$ cat src/rtl/instr_fetch.sv
// Instruction fetch stage: owns the program counter, drives a 1-cycle-latency
// instruction memory and presents one instruction per cycle to the decoder.
// Handles the start/done run handshake, taken-branch redirects and stalls.
// A NOP is presented whenever no valid instruction is on the bus.
module instr_fetch #(
  parameter int              PC_W       = 10,
  parameter logic [PC_W-1:0] START_ADDR = '0,
  parameter logic [8:0]      NOP_INSTR  = 9'h1F4
) (
  input  logic            clk,
  input  logic            rst_n,
  input  logic            start,
  input  logic            done_i,
  input  logic            branch_taken,
  input  logic [PC_W-1:0] branch_target,
  input  logic            stall,
  output logic [PC_W-1:0] imem_addr,
  input  logic [8:0]      imem_rdata,
  output logic [8:0]      instr,
  output logic            instr_valid,
  output logic [PC_W-1:0] pc,
  output logic            running,
  output logic            halted,
  output logic [15:0]     cycle_count
);

  typedef enum logic [1:0] {
    IDLE = 2'd0,
    RUN  = 2'd1,
    HALT = 2'd2
  } state_t;

  state_t          state;
  state_t          state_nxt;
  logic [PC_W-1:0] fetch_pc;
  logic            start_q;
  logic            start_rise;

  // PC arithmetic wraps modulo 2^PC_W with no error indication.
  function automatic logic [PC_W-1:0] pc_inc(input logic [PC_W-1:0] a);
    return a + PC_W'(1);
  endfunction

  // Run-cycle counter saturates instead of wrapping.
  function automatic logic [15:0] cnt_sat_inc(input logic [15:0] v);
    return (v == 16'hFFFF) ? v : v + 16'd1;
  endfunction

  assign start_rise = start & ~start_q;
  assign instr      = instr_valid ? imem_rdata : NOP_INSTR;
  // While stalled on a valid instruction, re-read it so instr stays stable.
  assign imem_addr  = (state == RUN && stall && instr_valid) ? pc : fetch_pc;

  // State register.
  always_ff @(posedge clk or negedge rst_n) begin
    if (!rst_n) begin
      state <= IDLE;
    end else begin
      state <= state_nxt;
    end
  end

  // Next-state logic: start edge enters RUN, done on a valid, unstalled instruction halts.
  always_comb begin
    state_nxt = state;
    case (state)
      IDLE, HALT: if (start_rise) state_nxt = RUN;
      RUN:        if (instr_valid && !stall && done_i) state_nxt = HALT;
      default:    state_nxt = IDLE;
    endcase
  end

  // Status outputs decoded from the state.
  always_comb begin
    running = (state == RUN);
    halted  = (state == HALT);
  end

  // Fetch datapath: PC, fetch pointer, valid flag, start edge sampler and run counter.
  always_ff @(posedge clk or negedge rst_n) begin
    if (!rst_n) begin
      fetch_pc    <= START_ADDR;
      pc          <= START_ADDR;
      instr_valid <= 1'b0;
      start_q     <= 1'b0;
      cycle_count <= 16'd0;
    end else begin
      start_q <= start;
      if (state == RUN) begin
        cycle_count <= cnt_sat_inc(cycle_count);
        if (instr_valid && stall) begin
          // Hold everything; done and redirect wait until the stall clears.
        end else if (instr_valid && done_i) begin
          instr_valid <= 1'b0;
          fetch_pc    <= START_ADDR;
        end else if (instr_valid && branch_taken) begin
          // One bubble: the target is read now and shows up next cycle.
          fetch_pc    <= branch_target;
          instr_valid <= 1'b0;
        end else begin
          pc          <= fetch_pc;
          fetch_pc    <= pc_inc(fetch_pc);
          instr_valid <= 1'b1;
        end
      end else if (start_rise) begin
        // START_ADDR is on imem_addr this cycle, so its data lands with pc.
        pc          <= START_ADDR;
        fetch_pc    <= pc_inc(START_ADDR);
        instr_valid <= 1'b1;
        cycle_count <= 16'd0;
      end else begin
        instr_valid <= 1'b0;
      end
    end
  end

endmodule

$ cat config.mk
export PLATFORM = sky130hd
export DESIGN_NAME = instr_fetch
export DESIGN_NICKNAME = d
export VERILOG_FILES = /design/src/rtl/instr_fetch.sv
export SDC_FILE = /design/constraint.sdc
export NUM_CORES = 1
export LEC_CHECK = 0
export CORE_MARGIN = 10
export CORE_UTILIZATION = 46
export DETAILED_ROUTE_END_ITERATION = 16
export PLACE_DENSITY_LB_ADDON = 0.1
export SLEW_MARGIN = 0
export SYNTH_ARGS = -nofsm -noshare
export SYNTH_HDL_FRONTEND = slang
export SYNTH_SLANG_ARGS = --single-unit
$ cat constraint.sdc
create_clock -name clk -period 2 [get_ports clk]
set_input_delay 0.4 -clock clk [delete_from_list [all_inputs] [get_ports clk]]
set_output_delay 0.4 -clock clk [all_outputs]
set_load 0.005 [all_outputs]
==> flow_results.xml <==
<?xml version="1.0" encoding="UTF-8"?>
<metrics>
  <group name="sta">
    <metric name="slew_violations" unit="">0</metric>
    <metric name="final_hold_viol_count" unit="">0</metric>
    <metric name="final.setup_skew" unit="ns">0.01484</metric>
    <metric name="timing_worst_slew_pin_value" unit="ns">0.6740</metric>
    <metric name="setup_total_negative_slack" unit="ns">0</metric>
    <metric name="setup_repair_after_global_routing_missed_its_margin" unit="">yes</metric>
    <metric name="maxSlewHeadroom" unit="">0.5507</metric>
    <metric name="fmax" unit="MHz">504.6</metric>
    <metric name="timing.final.setup_violations" unit="">0</metric>
    <metric name="min_period_over_period" unit="">0.9909</metric>
    <metric name="layout_min_cycle_time" unit="ns">1.982</metric>
    <metric name="hold_ws" unit="ns">0.04260</metric>
  </group>
  <group name="detailed_routing">
    <metric name="initialDrtViolationCount" unit="">111</metric>
    <metric name="highest_layer" unit="">met4</metric>
    <metric name="drt-pass1-iter-count" unit="">5</metric>
    <metric name="routedLengthMet1" unit="µm">2920</metric>
    <metric name="route.antenna.remaining_nets" unit="">0</metric>
    <metric name="met3_length" unit="µm">537</metric>
    <metric name="num_vias" unit="">2121</metric>
    <metric name="wl" unit="µm">6268</metric>
    <metric name="drt-wirelength-per-cell" unit="µm">16.67</metric>
    <metric name="drcViolationCount" unit="">0</metric>
    <metric name="detailroute.wirelength.met2" unit="µm">2712</metric>
    <metric name="detail_route.vias_per_cell" unit="">5.641</metric>
  </group>
  <group name="global_route">
    <metric name="antenna_found_initial" unit="">0</metric>
    <metric name="grt_start_max_net_pins" unit="">21</metric>
    <metric name="grt_first_pass_wirelength" unit="µm">9956</metric>
    <metric name="gr-total-overflow" unit="">0</metric>
    <metric name="gr-usage-all-layers" unit="">0.1595</metric>
    <metric name="via_count_of_the_first_global_routing_pass" unit="">2023</metric>
  </group>
  <group name="final_layout">
    <metric name="mostFrequentLayoutCells" unit="">59 x sky130_fd_sc_hd__clkdlybuf4s50_1, 40 x sky130_fd_sc_hd__dfrtp_1, 24 x sky130_fd_sc_hd__o21ai_0, 23 x sky130_fd_sc_hd__nand2_1, 18 x sky130_fd_sc_hd__buf_4</metric>
    <metric name="design.final.nets" unit="">348</metric>
    <metric name="num_antenna_cells" unit="">0</metric>
    <metric name="final_core_util" unit="">0.6956</metric>
    <metric name="n_fill_cell" unit="">398</metric>
    <metric name="area.growth.synth_to_final" unit="%">47.64</metric>
    <metric name="instances_no_fill" unit="">376</metric>
    <metric name="mostFrequentLayoutCell" unit="">sky130_fd_sc_hd__clkdlybuf4s50_1</metric>
    <metric name="ratio_of_cells_with_drive_above_1_in_the_final_layout" unit="">0.1894</metric>
  </group>
  <group name="placement">
    <metric name="gp_routability_congestion" unit="">0.8029</metric>
    <metric name="dp.cells" unit="">363</metric>
    <metric name="hpwlAfterDp" unit="µm">4649</metric>
    <metric name="port-buffer-count" unit="">72</metric>
  </group>
  <group name="pwr">
    <metric name="ir_worst_vdd" unit="mV">0.6140</metric>
    <metric name="power_density" unit="nW/µm²">1202</metric>
    <metric name="post-layout-total-power" unit="µW">3897</metric>
    <metric name="cellLeakagePower" unit="µW">0.001423</metric>
  </group>
  <group name="worst_setup_path">
    <metric name="critical_path_at" unit="ns">1.58</metric>
    <metric name="maximum_cell_stage_delay_along_the_critical_path" unit="ns">0.38</metric>
    <metric name="critical_path.startpoint_type" unit="">register</metric>
    <metric name="cp_max_fo" unit="">5</metric>
    <metric name="worstPathRequired" unit="ns">1.60</metric>
    <metric name="worst-path-buf-inv" unit="">3</metric>
    <metric name="cp_class" unit="">register to output port</metric>
    <metric name="crit_path_cell_trace" unit="">nand2b_4 &gt; inv_4 &gt; nand3_4 &gt; buf_12 &gt; mux2_2 &gt; buf_6</metric>
    <metric name="cp_top_family" unit="">flip-flops</metric>
    <metric name="cp_slowest_cell" unit="">sky130_fd_sc_hd__dfrtp_1</metric>
    <metric name="timing.critical_path.to_type" unit="">output port</metric>
  </group>
  <group name="floorplan">
    <metric name="die_area" unit="µm²">7937</metric>
    <metric name="die_width" unit="µm">89.09</metric>
    <metric name="floorplan.core_area" unit="µm²">4661</metric>
    <metric name="row_count" unit="">25</metric>
    <metric name="fp.dieH" unit="µm">89.09</metric>
    <metric name="io_pins" unit="">73</metric>
    <metric name="start_util" unit="">0.4711</metric>
  </group>
  <group name="synth">
    <metric name="synthesized_area_divided_by_synthesized_cell_count" unit="µm²">9.673</metric>
    <metric name="netlist-cell-type-count" unit="">45</metric>
    <metric name="ys_warn_count" unit="">0</metric>
    <metric name="synth_cells" unit="">227</metric>
    <metric name="synth_area" unit="µm²">2196</metric>
    <metric name="async_reset_ff_frac" unit="">1.000</metric>
    <metric name="ys_seq_elements" unit="">40</metric>
    <metric name="share_of_synthesized_area_occupied_by_flip_flops_and_latches" unit="">0.4558</metric>
    <metric name="synth_ff_type" unit="">sky130_fd_sc_hd__dfrtp_1</metric>
    <metric name="synth.net_count" unit="">254</metric>
    <metric name="synth_edf_count" unit="">0</metric>
  </group>
  <group name="run_status">
    <metric name="run_status" unit="">finished, final reports clean</metric>
  </group>
  <group name="run">
    <metric name="max_cap_viols" unit="">0</metric>
  </group>
  <group name="clocking">
    <metric name="clk-insertion-delay-late" unit="ns">0.31</metric>
    <metric name="cts_tree" unit="">built</metric>
    <metric name="cts_root_buf" unit="">sky130_fd_sc_hd__clkbuf_8</metric>
    <metric name="clock_pin_slew_reported_for_the_worst_setup_and_hold_paths_after_clock_tree_synthesis" unit="ns">0.09</metric>
    <metric name="cts.sinks" unit="">40</metric>
    <metric name="numCtsBuffers" unit="">5</metric>
    <metric name="cts-htree-levels" unit="">2</metric>
    <metric name="cts.path.max_buffers" unit="">2</metric>
  </group>
  <group name="hold_path">
    <metric name="worst_hold_path_type" unit="">input pin to asynchronous set/reset pin</metric>
  </group>
</metrics>
state kept, by name, summed over array words and instances, names as in the netlist:
signal       cells
cycle_count     16
fetch_pc        10
pc              10
state            2
instr_valid      1
start_q          1
synth_stat cells (3+ instances only):
library cell	n	area share
sky130_fd_sc_hd__a21oi_1	10	0.023
sky130_fd_sc_hd__a22o_1	11	0.044
sky130_fd_sc_hd__a22oi_1	3	0.010
sky130_fd_sc_hd__and2_1	5	0.014
sky130_fd_sc_hd__and3_1	3	0.0085
sky130_fd_sc_hd__buf_2	3	0.0068
sky130_fd_sc_hd__dfrtp_1	40	0.46
sky130_fd_sc_hd__inv_1	3	0.0051
sky130_fd_sc_hd__mux2_2	11	0.056
sky130_fd_sc_hd__mux2i_1	3	0.014
sky130_fd_sc_hd__nand2_1	23	0.039
sky130_fd_sc_hd__nand2b_1	9	0.026
sky130_fd_sc_hd__nand3_1	13	0.030
sky130_fd_sc_hd__nand4_1	3	0.0085
sky130_fd_sc_hd__nor2_1	17	0.029
sky130_fd_sc_hd__nor3_1	6	0.014
sky130_fd_sc_hd__o211ai_1	4	0.014
sky130_fd_sc_hd__o21ai_0	24	0.055
sky130_fd_sc_hd__o31ai_1	3	0.010
report_power, final:
part           leakage, µW  total, µW  switching, µW  internal, µW
sequential        0.000537       1320            273          1040
combinational     0.000834       2010            896          1110
clock            0.0000510        569            294           275
total              0.00142       3900           1460          2430
worst reg2reg max path: stages, from the launching register on:
cell                       delay [ns]
sky130_fd_sc_hd__dfrtp_1         0.38
sky130_fd_sc_hd__nand2b_4        0.15
sky130_fd_sc_hd__inv_4           0.06
sky130_fd_sc_hd__buf_4           0.10
sky130_fd_sc_hd__buf_6           0.14
sky130_fd_sc_hd__nor2_1          0.07
sky130_fd_sc_hd__a21oi_1         0.54
sky130_fd_sc_hd__o21ai_0         0.20
sky130_fd_sc_hd__o21ai_0         0.12
routing by layer:
layer  GRT usage  vias up
met1      0.2088     1021
li1            -     1024
met4     0.06503        0
met2      0.2317       68
met3     0.05834        8
met5           0        -
worst paths after layout:
kind	startpoint	end	slack, ns	cells after the start
max in group asynchronous	rst_n	cycle_count[8]	1.41	2
worst max-delay path	state[1]	imem_addr[9]	0.02	6
worst min-delay path	rst_n	cycle_count[15]	0.04	1
worst max register to register	state[1]	fetch_pc[8]	0.14	8
worst min register to register	pc[3]	pc[3]	0.52	2
min in group clk	pc[3]	pc[3]	0.52	2
kinds of logic after synthesis:
group / Yosys count / synth area share
buffers and inverters: 11 / 0.02564
XOR/XNOR: 2 / 0.007979
flip-flops: 40 / 0.4558
multiplexers: 14 / 0.07009
AO/OA/AOI/OAI: 67 / 0.2103
adder cells (fa/ha/maj): 2 / 0.01139
AND/OR/NAND/NOR: 91 / 0.2188
stage by stage:
stage               setup WS, ns  area [µm²]
floorplan                 0.1541        2196
global placement         -0.2626        3094
detailed placement       -0.3015        3094
CTS                   -0.0007356        3192
global route            -0.04303        3242
finish                   0.01819        3242
final cells by class:
class / count / area [µm²] / share of cell area
clock buffer: 6 / 82.58 / 0.02547
tap: 54 / 67.56 / 0.02084
clock inverter: 2 / 10.01 / 0.003088
sequential: 40 / 1001 / 0.3088
inverter: 3 / 13.76 / 0.004245
timing repair buffer: 95 / 910.9 / 0.2810
multi-input combinational: 176 / 1156 / 0.3566
what timing repair did:
item | 4_1_cts | 5_1_grt
gates cloned | 1 | 0
hold buffers | 0 | 0
setup buffers | 1 | 3
endpoints found under the setup margin | 11 | 15
pin swaps | 1 | 0
resized for setup | 47 | 6
Note: power is estimated with default switching activity, not from simulation.
